--- src/rtl/regbank_sched.sv ---
// Access scheduler for a small register bank: serialized two-operand reads over valid/ready,
// plus a shared write port arbitrated between mem and alu write-back (optional ROUND_ROBIN_EN).
module regbank_sched #(
   parameter int DATA_W = 8,
   parameter int REG_AW = 2
) (
   input  logic              clock,
   input  logic              reset_n,
   input  logic              op_valid,
   output logic              op_ready,
   input  logic [REG_AW-1:0] op_ra,
   input  logic [REG_AW-1:0] op_rb,
   output logic              res_valid,
   input  logic              res_ready,
   output logic [DATA_W-1:0] res_a,
   output logic [DATA_W-1:0] res_b,
   input  logic              alu_wb_valid,
   output logic              alu_wb_ready,
   input  logic [REG_AW-1:0] alu_wb_rd,
   input  logic [DATA_W-1:0] alu_wb_data,
   input  logic              mem_wb_valid,
   output logic              mem_wb_ready,
   input  logic [REG_AW-1:0] mem_wb_rd,
   input  logic [DATA_W-1:0] mem_wb_data,
   output logic              rb_wr,
   output logic [REG_AW-1:0] rb_rd,
   output logic [DATA_W-1:0] rb_data,
   output logic [REG_AW-1:0] rb_rs,
   input  logic [DATA_W-1:0] rb_regval
);

   typedef enum logic [1:0] {IDLE, RD_A, RD_B, DONE} state_t;

   state_t            r_state;
   state_t            w_nextState;
   logic [REG_AW-1:0] r_opRb;
   logic [REG_AW-1:0] r_rs;
   logic [DATA_W-1:0] r_resA;
   logic [DATA_W-1:0] r_resB;
   logic              r_resValid;
   logic              r_wbWr;
   logic [REG_AW-1:0] r_wbRd;
   logic [DATA_W-1:0] r_wbData;
   logic              w_grantMem;
   logic              w_grantAlu;
   logic [DATA_W-1:0] w_readVal;

   assign res_a        = r_resA;
   assign res_b        = r_resB;
   assign res_valid    = r_resValid;
   assign rb_rs        = r_rs;
   assign rb_wr        = r_wbWr;
   assign rb_rd        = r_wbRd;
   assign rb_data      = r_wbData;
   assign mem_wb_ready = w_grantMem;
   assign alu_wb_ready = w_grantAlu;

   // A write issued this cycle commits at the same edge we sample, so the bank value is stale.
   assign w_readVal = (r_wbWr && (r_wbRd == r_rs)) ? r_wbData : rb_regval;

   always_ff @(posedge clock or negedge reset_n) begin
      if (!reset_n) r_state <= IDLE;
      else          r_state <= w_nextState;
   end

   always_comb begin
      w_nextState = r_state;
      op_ready    = 1'b0;
      case (r_state)
         IDLE: begin
            op_ready = 1'b1;
            if (op_valid) w_nextState = RD_A;
         end
         RD_A: w_nextState = RD_B;
         RD_B: w_nextState = DONE;
         DONE: if (res_ready) w_nextState = IDLE;
         default: w_nextState = IDLE;
      endcase
   end

   always_ff @(posedge clock or negedge reset_n) begin
      if (!reset_n) begin
         r_opRb     <= '0;
         r_rs       <= '0;
         r_resA     <= '0;
         r_resB     <= '0;
         r_resValid <= 1'b0;
      end else begin
         case (r_state)
            IDLE: if (op_valid) begin
               r_opRb <= op_rb;
               r_rs   <= op_ra;
            end
            RD_A: begin
               r_resA <= w_readVal;
               r_rs   <= r_opRb;
            end
            RD_B: begin
               r_resB     <= w_readVal;
               r_resValid <= 1'b1;
            end
            DONE: if (res_ready) r_resValid <= 1'b0;
            default: r_resValid <= 1'b0;
         endcase
      end
   end

`ifdef ROUND_ROBIN_EN
   // Pointer names the preferred source (0 = mem, 1 = alu); it flips to the other after each grant.
   logic r_rrPtr;

   assign w_grantAlu = alu_wb_valid & (~mem_wb_valid | r_rrPtr);
   assign w_grantMem = mem_wb_valid & ~w_grantAlu;

   always_ff @(posedge clock or negedge reset_n) begin
      if (!reset_n)        r_rrPtr <= 1'b0;
      else if (w_grantMem) r_rrPtr <= 1'b1;
      else if (w_grantAlu) r_rrPtr <= 1'b0;
   end
`else
   assign w_grantMem = mem_wb_valid;
   assign w_grantAlu = alu_wb_valid & ~mem_wb_valid;
`endif

   always_ff @(posedge clock or negedge reset_n) begin
      if (!reset_n) begin
         r_wbWr   <= 1'b0;
         r_wbRd   <= '0;
         r_wbData <= '0;
      end else begin
         r_wbWr <= w_grantMem | w_grantAlu;
         if (w_grantMem) begin
            r_wbRd   <= mem_wb_rd;
            r_wbData <= mem_wb_data;
         end else if (w_grantAlu) begin
            r_wbRd   <= alu_wb_rd;
            r_wbData <= alu_wb_data;
         end
      end
   end

endmodule

--- config.mk ---
export PLATFORM = sky130hd
export DESIGN_NAME = regbank_sched
export DESIGN_NICKNAME = d
export VERILOG_FILES = /design/src/rtl/regbank_sched.sv
export SDC_FILE = /design/constraint.sdc
export NUM_CORES = 1
export LEC_CHECK = 0
export BUFFER_PORTS_ARGS = -buffer_cell sky130_fd_sc_hd__clkbuf_2
export CORE_MARGIN = 4
export CORE_UTILIZATION = 47
export DETAILED_ROUTE_END_ITERATION = 8
export HOLD_SLACK_MARGIN = 0.12
export PLACE_DENSITY = 0.79
export SLEW_MARGIN = 25
export SYNTH_ARGS = -nofsm -noshare
export SYNTH_HDL_FRONTEND = slang
export SYNTH_SLANG_ARGS = --single-unit
--- constraint.sdc ---
create_clock -name clock -period 1.9 [get_ports clock]
set_clock_uncertainty 0.2 [all_clocks]
set_input_delay 0.38 -clock clock [delete_from_list [all_inputs] [get_ports clock]]
set_output_delay 0.38 -clock clock [all_outputs]
set_load 0.01 [all_outputs]
Yosys cells after proc, flatten, opt, wreduce, memory -nomap -nowiden
Index checks and enable logic that the tools add are counted.
{ "classes": {"add_sub_neg": 0, "n_mul": 0, "div_mod_pow": 0, "magnitude_cmp": 0, "eq_ne": 6, "shifts": 0, "mux": 13, "n_bitwise": 3, "n_reduce_logical": 9} }
{ "op_table": {"columns": ["cell", "n"], "rows": [
  ["$mux 8", 3],
  ["$mux 2", 5],
  ["$pmux 2 s4", 1],
  ["$reduce_and 2->1", 4],
  ["$reduce_bool 2->1", 3],
  ["$eq 2x2->1 const B", 2],
  ["$ne 2x2->1 const B", 2],
  ["$pmux 2 s2", 1],
  ["$eq 2x1->1 const B", 1],
  ["$eq 2x2->1", 1],
  ["$logic_not 2->1", 1],
  ["$mux 1", 2],
  ["$pmux 1 s2", 1],
  ["$and 1x1->1", 1],
  ["$logic_and 1x1->1", 1],
  ["$not 1->1", 1],
  ["$or 1x1->1", 1]
]} }
{ "totals": {"register_bits": 34, "latchBits": 0, "ramBits": 0, "romBits": 0, "input_bits": 38, "output_inout_bits": 33, "word_cells": 40, "n_memories": 0} }

Depth between registers and ports, before layout
{ "depth": {"ltp_word": 4, "depth_mapped": 6} }

Worst setup path after synthesis
Ideal clock, no wire load.
{ "synth_timing": {"kind": "register to register", "start": "register r_state[0]", "end": "register r_rs[0], in the netlist rb_rs[0]", "arrival_time_ps": 1413, "t_required_ps": 1574, "path_slack_ps": 160, "stages_incl_launch_ff": 6, "n_path_buf": 0, "path_cell_list": "dfrtp_1 > inv_1 > ha_1 > nor2b_1 > nor2b_1 > a221o_2"} }
{ "synth_between": {"elab_chain_cells": 3, "elab_cells_between_ends": 6, "classes_between": "2 x eq/ne; 1 x mux; 3 x reduce/logical"} }
{ "synth_lines": {"columns": ["item", "line_no", "rtl"], "rows": [
  ["from (decl)", "34", "state_t r_state;"],
  ["from (signal assigned)", "63", "else r_state <= w_nextState;"],
  ["$eq 2x1->1 / $logic_not 2->1 (equally long branches)", "89", "case (r_state)"],
  ["$reduce_bool 2->1 (no line) / $ne 2x2->1 (equally long branches)", null, null],
  ["$reduce_and 2->1 (no line)", null, null],
  ["to (signal assigned)", "92", "r_rs <= op_ra;"],
  ["to (signal assigned)", "96", "r_rs <= r_opRb;"],
  ["to (decl)", "37", "logic [REG_AW-1:0] r_rs;"]
]} }
Parallel ways exist; a longest one is shown, timed or not.
A chain may end at the register's enable or synchronous reset.

Worst setup path in the final report
{ "layout_timing": {"start": "register r_state[0]", "end": "output op_ready"} }
{ "layout_between": {"elab_chain_cells": 2} }
{ "layout_lines": {"columns": ["item", "line_no", "rtl"], "rows": [
  ["$logic_not 2->1", "69", "case (r_state)"],
  ["$mux 1", "69", null],
  ["to (decl)", "10", "output logic op_ready,"]
]} }
Every way passes these cells.

==> summary.txt <==
Run status
  – Status: complete, no violations

Global routing
  – Vias in the first global route: 1,406
  – Antenna violations before repair: 0
  – GRT Total Usage: 19.60%
  – Global-route wire length before repair: 6465 um
  – Largest net degree at the start of global routing: 24
  – Gr ovfl total: 0

Critical path
  – Crit-path max FO: 7
  – Critical path cell sequence: inv_2 -> ha_2 -> buf_4 -> buf_6
  – CP startpoint kind: register
  – CP Class: reg -> out
  – WP buf/inv: 3
  – Cell family with most CP delay: flip-flops
  – Crit-path slowest cell: dfrtp_1
  – Critical path endpoint category: output port
  – Critical path's largest stage delay: 420 ps
  – Required time of the critical path: 1320 ps
  – Arrival @ worst endpoint: 1260 ps

Cells and area
  – Fin area: 2277 sq um
  – Number of nets in the layout: 288
  – Area grow syn2layout: 40.54%
  – ANT cells: 0
  – Layout cells sized above 1: 38.87%

Logic synthesis
  – Post-synthesis cell area: 1620 sq um
  – Post-synthesis register bit count: 34
  – YS warnings: 0
  – Post-synth EDFFs: 0
  – FFs w/ async S/R, synth: 100.0%
  – Synth top area share: 52.51%
  – Yosys top cell by area: dfrtp_1
  – Main area contributors after synthesis: dfrtp_1 (53%), a31oi_1 (6.2%), mux2i_1 (6.2%)
  – Ys flop type: dfrtp_1
  – Synth top cells by count: dfrtp_1 (34), nor2_1 (18), a31oi_1 (16)
  – Top-count cell post-synth: dfrtp_1
  – Post-synth cell types: 27
  – Post-Synthesis Cells: 154
  – Syn Area/Cell: 10.52 sq um
  – Post-synthesis sequential area ratio: 52.51%
  – Syn nets: 196

Timing
  – Slew HR: 61.63%
  – Minimum clock period: 1837 ps
  – Count of pins over their slew limit: 0
  – Measured slew at the worst slew-check pin: 575.6 ps
  – # setup viols final: 0
  – Final hold violations: 0
  – Hold slack: 128.2 ps
  – FMAX: 544.2 MHz
  – Final worst path period share: 96.71%

Route
  – Residual DRC: 0
  – Initial drt markers: 112
  – Average wire per standard cell: 13.67 um
  – DR vias: 1,483
  – Drt total wl: 4006 um
  – Vias per cell: 5.061
  – Pre-antenna DRT Iters: 4
  – Routed Antenna Nets: 0

Floorplanning
  – # rows: 21
  – Core Area: 3337 sq um
  – I/O Pins: 71
  – Die area: 4451 sq um
  – Die height: 66.72 um
  – Starting Density: 48.56%
  – Die X: 66.72 um

Pwr
  – Power Internal: 0.001822 W
  – Sw Ratio: 39.22%
  – Share of power burned in registers: 40.1%
  – Clock Power Share: 13.5%
  – Leak: 1.123 nW
  – Maximum vdd drop: 568.5 uV
  – Pwr Density: 1317 nW/um^2
  – Combinational group share of total power: 46.4%
  – P_sw: 0.001176 W

Placement
  – Final RePlAce weighted congestion: 0.7477
  – DP HPWL: 3048 um
  – IO Port Bufs: 70
  – Placed Area: 2033 sq um

Clocking
  – Clk_lat worst skew: 320 ps
  – CTS tree: done
  – Clock Tree Root: clkbuf_4
  – Worst-path clk slew: 100 ps
  – Max Buffers Root-to-Sink: 2
  – Num CTS Buffers: 5
  – TritonCTS sink count: 34
  – H-tree Lvls: 2

Min path
  – Hold Crit Class: in -> reg

Job
  – MaxCap Viol Count: 0
-- layout make-up --
type / instances / area (sq um)
Clock inverter: 1 / 5.005
Tap cell: 46 / 57.56
Fill cell: 288 / 1060
Timing Repair Buffer: 94 / 576.8
Multi-Input combinational cell: 107 / 716.9
Clock buffer: 7 / 55.05
Inverter: 4 / 15.01
Sequential cell: 34 / 850.8
-- power groups by stage --
stage	sequential, W	combinational [W]	clock [W]
after global routing	0.00123	0.00157	0.000457
final	0.00120	0.00139	0.000406
after CTS	0.00120	0.00135	0.000417
after floorplan	0.00128	0.000744	0
after detailed placement	0.00121	0.00132	0
after global placement	0.00120	0.00129	0
-- stage by stage --
stage	worst slack (ps)	util, %	power (W)	instances	setup TNS [ps]
2_1_floorplan	160.2	-	0.002020	154	0
3_3_place_gp	288.3	60.93	0.002490	267	0
3_5_place_dp	249.8	60.93	0.002533	267	0
4_1_cts	9.012	67.53	0.002962	291	0
5_1_grt	-7.246	68.24	0.003255	293	-7.246
6_report	62.54	68.24	0.002998	293	0
-- cell usage in the layout (no fill, tap or decap), types with 2 or more instances in the layout --
cell / netlist / final
o31ai_1: 8 / 8
mux2i_1: 10 / 10
xor2_2: 2 / 2
nor2b_1: 4 / 4
a31oi_1: 16 / 16
dlygate4sd3_1: 0 / 16
inv_1: 4 / 2
ha_1: 4 / 3
mux2_2: 3 / 3
nor2_1: 18 / 18
clkbuf_2: 0 / 69
dfrtp_1: 34 / 34
o21ai_0: 10 / 10
inv_2: 0 / 2
nand3_1: 2 / 2
nand2_1: 11 / 11
or2b_1: 2 / 2
clkbuf_4: 0 / 5
nand4_1: 8 / 8
buf_4: 1 / 8
a21oi_1: 2 / 2
-- layer usage --
metal | global-route usage [%] | vias up | routed length [um]
li1 | - | 740 | -
met1 | 26.73 | 676 | 1795
met2 | 30.45 | 62 | 1837
met3 | 5.059 | 5 | 340
met4 | 6.091 | 0 | 33
met5 | 0 | - | 0
-- cell families (layout without fill, tap and decap cells) --
kind of cell / count (synthesis) / after routing / share of synthesized area [%]
AO/OA/AOI/OAI: 40 / 40 / 15.91
XOR/XNOR: 4 / 4 / 3.552
adder cells (fa/ha/maj): 4 / 4 / 3.089
buffers and inverters: 13 / 106 / 3.398
flip-flops: 34 / 34 / 52.51
multiplexers: 13 / 13 / 8.263
AND/OR/NAND/NOR: 46 / 46 / 13.28
-- repair_timing --
| item | in CTS | in global routing |
|---|---|---|
| hold buffers | 16 | 0 |
| gates resized for setup | 0 | 5 |
| setup buffers | 0 | 2 |
| hold endpoints to repair | 33 | 0 |
| setup endpoints to repair | 0 | 1 |
-- state kept, by name, indices dropped and copies added, names as in the netlist --
name       cells
res_b          8
r_opRb         2
r_state        2
rb_rs          2
rb_rd          2
res_valid      1
res_a          8
rb_wr          1
rb_data        8
-- worst register-to-register path, stage by stage (launching register included) --
cell and delay, ps:
dfrtp_1 430, buf_4 150, ha_1 210, nor2b_1 150
nor2_1 150, mux2_2 350
-- final timing paths --
check / slack, ps / cells past startpoint / from / end
setup / recovery: 60 / 4 / r_state[0] / op_ready
hold / removal: 130 / 3 / rb_regval[1] / res_b[1]
setup reg to reg: 160 / 5 / r_state[0] / r_state[1]
hold reg to reg: 340 / 1 / r_opRb[0] / r_opRb[0]
max in group asynchronous: 590 / 3 / reset_n / rb_rs[0]
min in group asynchronous: 330 / 2 / reset_n / res_b[2]
(Power assumes the default switching activity.)
